File: src/rtl/usb_boot_ctrl_pkg.sv
// Shared state encoding and warmboot image constants for the USB boot-exit sequencer.
package usb_boot_ctrl_pkg;

  typedef enum logic [2:0] {
    ST_IDLE   = 3'd0,
    ST_DETACH = 3'd1,
    ST_SETUP  = 3'd2,
    ST_BOOT   = 3'd3
  } state_t;

  localparam logic [1:0] IMG_BOOTLOADER = 2'b00;
  localparam logic [1:0] IMG_USER       = 2'b01;

endpackage

File: src/rtl/usb_boot_ctrl_counter.sv
// boot_dn_counter: loadable down-counter that saturates at zero; load has priority over decrement.
module boot_dn_counter #(
  parameter int              CNT_W   = 28,
  parameter logic [CNT_W-1:0] RST_VAL = '0
) (
  input  logic             clk,
  input  logic             reset,
  input  logic             i_load,
  input  logic [CNT_W-1:0] i_load_val,
  input  logic             i_dec,
  output logic [CNT_W-1:0] o_count,
  output logic             o_zero
);

  logic [CNT_W-1:0] r_count;

  always_ff @(posedge clk) begin
    if (reset) begin
      r_count <= RST_VAL;
    end else if (i_load) begin
      r_count <= i_load_val;
    end else if (i_dec && (r_count != '0)) begin
      r_count <= r_count - 1'b1;
    end
  end

  assign o_count = r_count;
  assign o_zero  = (r_count == '0);

endmodule

File: src/rtl/usb_boot_ctrl.sv
// USB detach -> SB_WARMBOOT sequencer. Optional idle auto-boot is enabled by defining
// USB_BOOT_CTRL_TIMEOUT_EN.
module usb_boot_ctrl
  import usb_boot_ctrl_pkg::*;
#(
  parameter int         DETACH_CYCLES  = 480000,
  parameter int         SETUP_CYCLES   = 8,
  parameter int         TIMEOUT_CYCLES = 240000000,
  parameter logic [1:0] DEFAULT_IMAGE  = IMG_USER,
  parameter int         CNT_W          = 28
) (
  input  logic       clk_48mhz,
  input  logic       reset,
  input  logic       boot_req,
  input  logic [1:0] boot_image,
  input  logic       usb_activity,
  input  logic       usb_tx_en_in,
  output logic       usb_tx_en_out,
  output logic       usb_pu,
  output logic       wb_s1,
  output logic       wb_s0,
  output logic       wb_boot,
  output logic       busy,
  output logic [2:0] state
);

  localparam logic [CNT_W-1:0] DETACH_LD = CNT_W'(DETACH_CYCLES - 1);
  localparam logic [CNT_W-1:0] SETUP_LD  = CNT_W'(SETUP_CYCLES - 1);

  state_t           r_state;
  logic [1:0]       r_image;
  logic             r_pu;
  logic             r_tx_gate;
  logic             r_s1;
  logic             r_s0;
  logic             r_boot;
  logic             r_busy;

  logic             w_ph_load;
  logic [CNT_W-1:0] w_ph_load_val;
  logic             w_ph_dec;
  logic [CNT_W-1:0] w_ph_count;
  logic             w_ph_zero;
  logic             w_idle_expire;
  logic             w_start;
  logic [1:0]       w_img_sel;

  // The phase counter is shared by DETACH and SETUP; it is reloaded on every phase entry.
  assign w_ph_load     = ((r_state == ST_IDLE) && w_start) ||
                         ((r_state == ST_DETACH) && w_ph_zero);
  assign w_ph_load_val = (r_state == ST_IDLE) ? DETACH_LD : SETUP_LD;
  assign w_ph_dec      = (r_state == ST_DETACH) || (r_state == ST_SETUP);

  boot_dn_counter #(
    .CNT_W   (CNT_W),
    .RST_VAL ('0)
  ) u_phase_cnt (
    .clk        (clk_48mhz),
    .reset      (reset),
    .i_load     (w_ph_load),
    .i_load_val (w_ph_load_val),
    .i_dec      (w_ph_dec),
    .o_count    (w_ph_count),
    .o_zero     (w_ph_zero)
  );

`ifdef USB_BOOT_CTRL_TIMEOUT_EN
  localparam logic [CNT_W-1:0] TIMEOUT_LD = CNT_W'(TIMEOUT_CYCLES - 1);

  logic [CNT_W-1:0] w_idle_count;
  logic             w_idle_zero;
  logic             w_idle_load;

  // Kept loaded outside IDLE so a later return to IDLE starts a full timeout window.
  assign w_idle_load = usb_activity || (r_state != ST_IDLE);

  boot_dn_counter #(
    .CNT_W   (CNT_W),
    .RST_VAL (TIMEOUT_LD)
  ) u_idle_cnt (
    .clk        (clk_48mhz),
    .reset      (reset),
    .i_load     (w_idle_load),
    .i_load_val (TIMEOUT_LD),
    .i_dec      (r_state == ST_IDLE),
    .o_count    (w_idle_count),
    .o_zero     (w_idle_zero)
  );

  assign w_idle_expire = (r_state == ST_IDLE) && w_idle_zero && !usb_activity;
`else
  assign w_idle_expire = 1'b0;
`endif

  assign w_start   = boot_req || w_idle_expire;
  assign w_img_sel = boot_req ? boot_image : DEFAULT_IMAGE;

  always_ff @(posedge clk_48mhz) begin
    if (reset) begin
      r_state   <= ST_IDLE;
      r_image   <= IMG_BOOTLOADER;
      r_pu      <= 1'b1;
      r_tx_gate <= 1'b1;
      r_s1      <= 1'b0;
      r_s0      <= 1'b0;
      r_boot    <= 1'b0;
      r_busy    <= 1'b0;
    end else begin
      case (r_state)
        ST_IDLE: begin
          if (w_start) begin
            r_state   <= ST_DETACH;
            r_image   <= w_img_sel;
            r_pu      <= 1'b0;
            r_tx_gate <= 1'b0;
            r_busy    <= 1'b1;
          end
        end
        ST_DETACH: begin
          if (w_ph_zero) begin
            r_state <= ST_SETUP;
            r_s1    <= r_image[1];
            r_s0    <= r_image[0];
          end
        end
        ST_SETUP: begin
          if (w_ph_zero) begin
            r_state <= ST_BOOT;
            r_boot  <= 1'b1;
          end
        end
        default: begin
          // BOOT is terminal: the fabric is about to reconfigure.
        end
      endcase
    end
  end

  assign usb_tx_en_out = r_tx_gate & usb_tx_en_in;
  assign usb_pu        = r_pu;
  assign wb_s1         = r_s1;
  assign wb_s0         = r_s0;
  assign wb_boot       = r_boot;
  assign busy          = r_busy;
  assign state         = r_state;

endmodule

File: config.mk
export PLATFORM = sky130hd
export DESIGN_NAME = usb_boot_ctrl
export DESIGN_NICKNAME = d
export VERILOG_FILES = /design/src/rtl/usb_boot_ctrl_pkg.sv /design/src/rtl/usb_boot_ctrl_counter.sv /design/src/rtl/usb_boot_ctrl.sv
export SDC_FILE = /design/constraint.sdc
export NUM_CORES = 1
export LEC_CHECK = 0
export ABC_AREA = 0
export BUFFER_PORTS_ARGS = -buffer_cell sky130_fd_sc_hd__buf_2
export CORE_UTILIZATION = 56
export CTS_BUF_LIST = sky130_fd_sc_hd__clkbuf_8
export DETAILED_ROUTE_END_ITERATION = 16
export PLACE_DENSITY = 0.78
export SYNTH_ARGS = -nofsm -noshare
export SYNTH_HDL_FRONTEND = slang
export SYNTH_SLANG_ARGS = --single-unit
File: constraint.sdc
create_clock -name clk_48mhz -period 2.4 [get_ports clk_48mhz]
set_clock_uncertainty 0.05 [all_clocks]
set_input_delay 0.12 -clock clk_48mhz [delete_from_list [all_inputs] [get_ports clk_48mhz]]
set_output_delay 0.12 -clock clk_48mhz [all_outputs]
set_load 0.005 [all_outputs]
### Word-level counts from Yosys, hierarchy flattened

Cells that the tools add are included.
Widths: inputs -> output; s select.

* bits in registers: 38
* output and inout bits: 9
* word-level logic and storage cells: 36

* add/subtract/negate cells: 1
* equal/unequal tests: 5
* muxes and demuxes: 7
* bitwise logic cells: 1
* reductions and logical operators: 14

Operators with widths (number)
* $mux 28: 2
* $logic_not 28->1: 1
* $reduce_bool 28->1: 1
* $sub 28x1->28 const B: 1
* $mux 19: 1
* $mux 3: 3
* $pmux 3 s3: 1
* $ne 2x2->1 const B: 3
* $reduce_and 2->1: 3
* $reduce_and 4->1: 1
* $eq 3x1->1 const B: 1
* $eq 3x2->1 const B: 1
* $logic_and 1x1->1: 3
* $logic_not 3->1: 1
* $reduce_bool 3->1: 1
* $logic_or 1x1->1: 2
* $reduce_bool 2->1: 1
* $and 1x1->1: 1

### Depth between registers and ports, before layout

* depth in word-level cells: 5
* mapped depth: 9
* mapped depth without buffers: 7

### Modules after synthesis

A second synthesis with hierarchy kept.

* cells, all modules: 263
* area total of the unflattened synthesis: 2183.3 sq um

By module, submodules not included
* boot_dn_counter: instances 1, cells each 214, area an instance 1747.9 sq um
* usb_boot_ctrl: instances 1, cells each 49, area an instance 435.4 sq um

### Least setup slack after synthesis

OpenSTA, ideal clock, no wires.

* kind: reg-to-reg
* from: register u_phase_cnt.r_count[0], in the netlist u_phase_cnt.o_count[0]
* to: register u_phase_cnt.r_count[18], in the netlist u_phase_cnt.o_count[18]
* library setup time: 0.103 ns
* arrival time: 2.391 ns
* path slack: -0.145 ns
* cell stages (with the launch flop): 9
* buffers on the path: 1
* cell sequence: dfxtp_1 -> inv_1 -> ha_1 -> or4b_2 -> or4_1 -> buf_2 -> o211ai_4 -> nand2_1 -> a2111oi_2

* longest elaborated chain between the ends: 4

RTL lines
* start: declaration: RTL line usb_boot_ctrl_counter.sv:15 `logic [CNT_W-1:0] r_count;`
* start signal: assignment: RTL line usb_boot_ctrl_counter.sv:21 `r_count <= i_load_val;`
* start signal: assignment: RTL line usb_boot_ctrl_counter.sv:23 `r_count <= r_count - 1'b1;`
* parallel branches: the longest is 4 deep, another holds $sub 28x1->28

Parallel ways; which one is timed is not known. The select of a mux whose other input is x is not followed.
A chain may end at the register's enable or synchronous reset.

### Worst setup path after layout

* from: register u_phase_cnt.r_count[4], in the netlist u_phase_cnt.o_count[4]
* to: register u_phase_cnt.r_count[4], in the netlist u_phase_cnt.o_count[4]

Same word-level chain as after synthesis.

==> impl_results.md <==
* Status: finished, violations left
* Failing checks: setup timing
* Drt wl/cell at 16.9 µm
* Die span in y at approximately 64 µm
* Final WS setup at -54.2 ps
* # hold bufs at CTS at 0
* Routed vias at about 2300
* RSZ-0062 raised after global routing: true
* Post-Synthesis Mean Instance Area at approximately 8.3 µm²
* EDFF count, synth at 0
* DR vias/cell at 6.20
* Initial core utilization at 0.590
* Slew Limit Fails at 0
* Power Density at 1520 nW/µm²
* First-pass GRT wire length at 9.25 mm
* Worst-Skew Late Latency at ~300 ps
* DRC at 0
* Max VDD drop at between 1000 and 1500 µV
* Post-synth top area cell: dfxtp_1
* CTS Buffer Depth at 2
* Antenna Violating Nets Remaining at 0
* Crit Path Class: reg -> reg
* Area Growth Syn to Fin at 34.8%
* Cells after Synth at about 260
* Synth warn at 0
* Reg2Reg Depth at 5
* Die Footprint at roughly 4100 µm²
* Arr. time, crit path at around 2600 ps
* Routability cong. at 0.909
* Top post-synthesis cells by area: dfxtp_1 (34%), mux2i_1 (4.6%), nor3_1 (4.6%)
* Routed WL at around 6.3 mm
* Nets at approximately 340
* Syn Nets at about 280
* Synth top cells by count: dfxtp_1 (37), nand2_1 (26), nor2_1 (21)
* Number of antenna violations at the first check in global routing at 0
* Cell variety after synth at 52
* Most used DFF post-synth: dfxtp_1
* Row count at 22
* Largest net degree at the start of global routing at 22
* Antenna diodes at 0
* Max-Cap Viols at 0
* Worst-Margin Slew at 601 ps
* Post-Syn Area at around 2200 µm²
* CP endpoint kind: register
* Port bufs at 13
* Clk root buf: clkbuf_8
* Fmax at 407 MHz
* WHS Path Cells at 3
* Worst slew margin at 0.598
* Period utilization at 1.02
* Most frequent cell after synthesis: dfxtp_1
* Flops & latches, synth at 37
* P_leak at about 1.2 nW
* Critical Path RT at 2550 ps
* CTS sink count at 37
* Layout cell share with drive strength beyond 1 at 0.363
* GR Util All Layers at 0.292
* # IOs at 16
* Fin crit period at between 2000 and 2500 ps
* Core Area at 3690 µm²
* Drt initial violations at approximately 180
* Area share of the largest cell type after synthesis at 0.340
* Critical Path Start Type: register
* DR pass1 iterations at 5
* Setup TNS at -108 ps
* Worst hold path class: in -> reg
* DP Worst Slack at -77.3 ps
* Clock slew at reported path FFs at about 80 ps
* Cts bufs inserted at 5
* CTS H-Tree Depth at 2
* Post-synth ARST share at 0
* Endpoints failing setup at 4
* Hpwl dp at between 3 and 4 mm
* Die width at 64.3 µm
* Fin. Hold Viols at 0
* GRT Residual Overflow at 0
* CTS tree: yes
* Vias in the first global route at slightly above 2000
* Register area share after synthesis at 0.340
* Crit-path max FO at 6
## cells in the final DEF, fill, tap and decap left out, types with 5 or more instances in the layout
| cell | n |
|---|---|
| buf_4 | 55 |
| dfxtp_1 | 35 |
| nand2_1 | 23 |
| nor2_1 | 21 |
| nor3_1 | 20 |
| a21oi_1 | 15 |
| buf_2 | 13 |
| nand2b_1 | 11 |
| mux2i_1 | 9 |
| ha_1 | 6 |
| clkbuf_8 | 6 |
| inv_1 | 5 |
| or3_1 | 5 |
| nand3_1 | 5 |
| a2111oi_2 | 5 |
| xor2_1 | 5 |
## cells by family after synthesis
logic type,count (synthesis),synth area share
AOI/OAI and AO/OA,58,0.206
xor gates and xnor gates,6,0.0242
adders and majority gates,7,0.0403
buffers and inverters,24,0.0500
DFF,37,0.340
muxes,10,0.0460
other,1,0.00172
and+or+nand+nor,118,0.292
## final timing paths
kind	end	slack, ps	start
setup / recovery	u_phase_cnt.o_count[4]	-50	u_phase_cnt.o_count[4]
hold / removal	r_image[1]	9	boot_image[1]
setup reg to reg	u_phase_cnt.o_count[4]	-50	u_phase_cnt.o_count[4]
hold reg to reg	r_tx_gate	400	r_tx_gate
## power by group
part / switching [mW] / total (mW) / internal (mW)
combinational: 1.69 / 3.10 / 1.42
sequential: 0.0990 / 0.878 / 0.780
clock: 0.243 / 0.476 / 0.233
## metal layers
layer / global-route usage / routed length, µm / share of wire / up-vias
met5: 0 / 0 / 0 / -
met4: 0.0972 / 197 / 0.032 / 0
met3: 0.0589 / 431 / 0.069 / 29
met2: 0.497 / 2980 / 0.48 / 118
met1: 0.363 / 2640 / 0.42 / 1065
li1: - / - / - / 1082
## final cells by class
cell class,instances,area [µm²]
well taps,48,60.1
clock inverters,2,13.8
flip-flops and latches,37,746
fillers,252,756
repair buffers,70,509
clock buffers,6,82.6
multi-input cells,200,1500
inverters,7,26.3
## sequential cells by signal, summed over array words and instances, names as in the netlist
name                 cells
r_image                  2
busy                     1
u_phase_cnt.o_count     28
wb_s1                    1
r_tx_gate                1
wb_s0                    1
state                    2
wb_boot                  1
## timing repair
| action | 4_1_cts | 5_1_grt |
|---|---|---|
| pin swaps | 1 | 2 |
| hold endpoints to repair | 0 | 0 |
| setup endpoints to repair | 11 | 19 |
| resized for setup | 12 | 16 |
| setup buffers | 0 | 5 |
## critical path: stages (launching register included)
cell       delay (ps)
dfxtp_1           320
or4_4             570
or4_4             640
o211ai_4          300
a22oi_2           160
a2111oi_4         310
## through the flow
step | utilization | total power, mW | std cells | cell area, µm² | hold slack, ps
finish | 0.795 | 4.46 | 370 | 2930 | 8.98
global route | 0.795 | 4.69 | 370 | 2930 | 13.5
CTS | 0.758 | 4.04 | 365 | 2800 | 6.11
detailed placement | 0.719 | 3.46 | 357 | 2650 | 325
global placement | 0.719 | 3.40 | 357 | 2650 | 318
floorplan | - | 2.50 | 261 | 2230 | 191
Power figures use the tool's default switching activity.
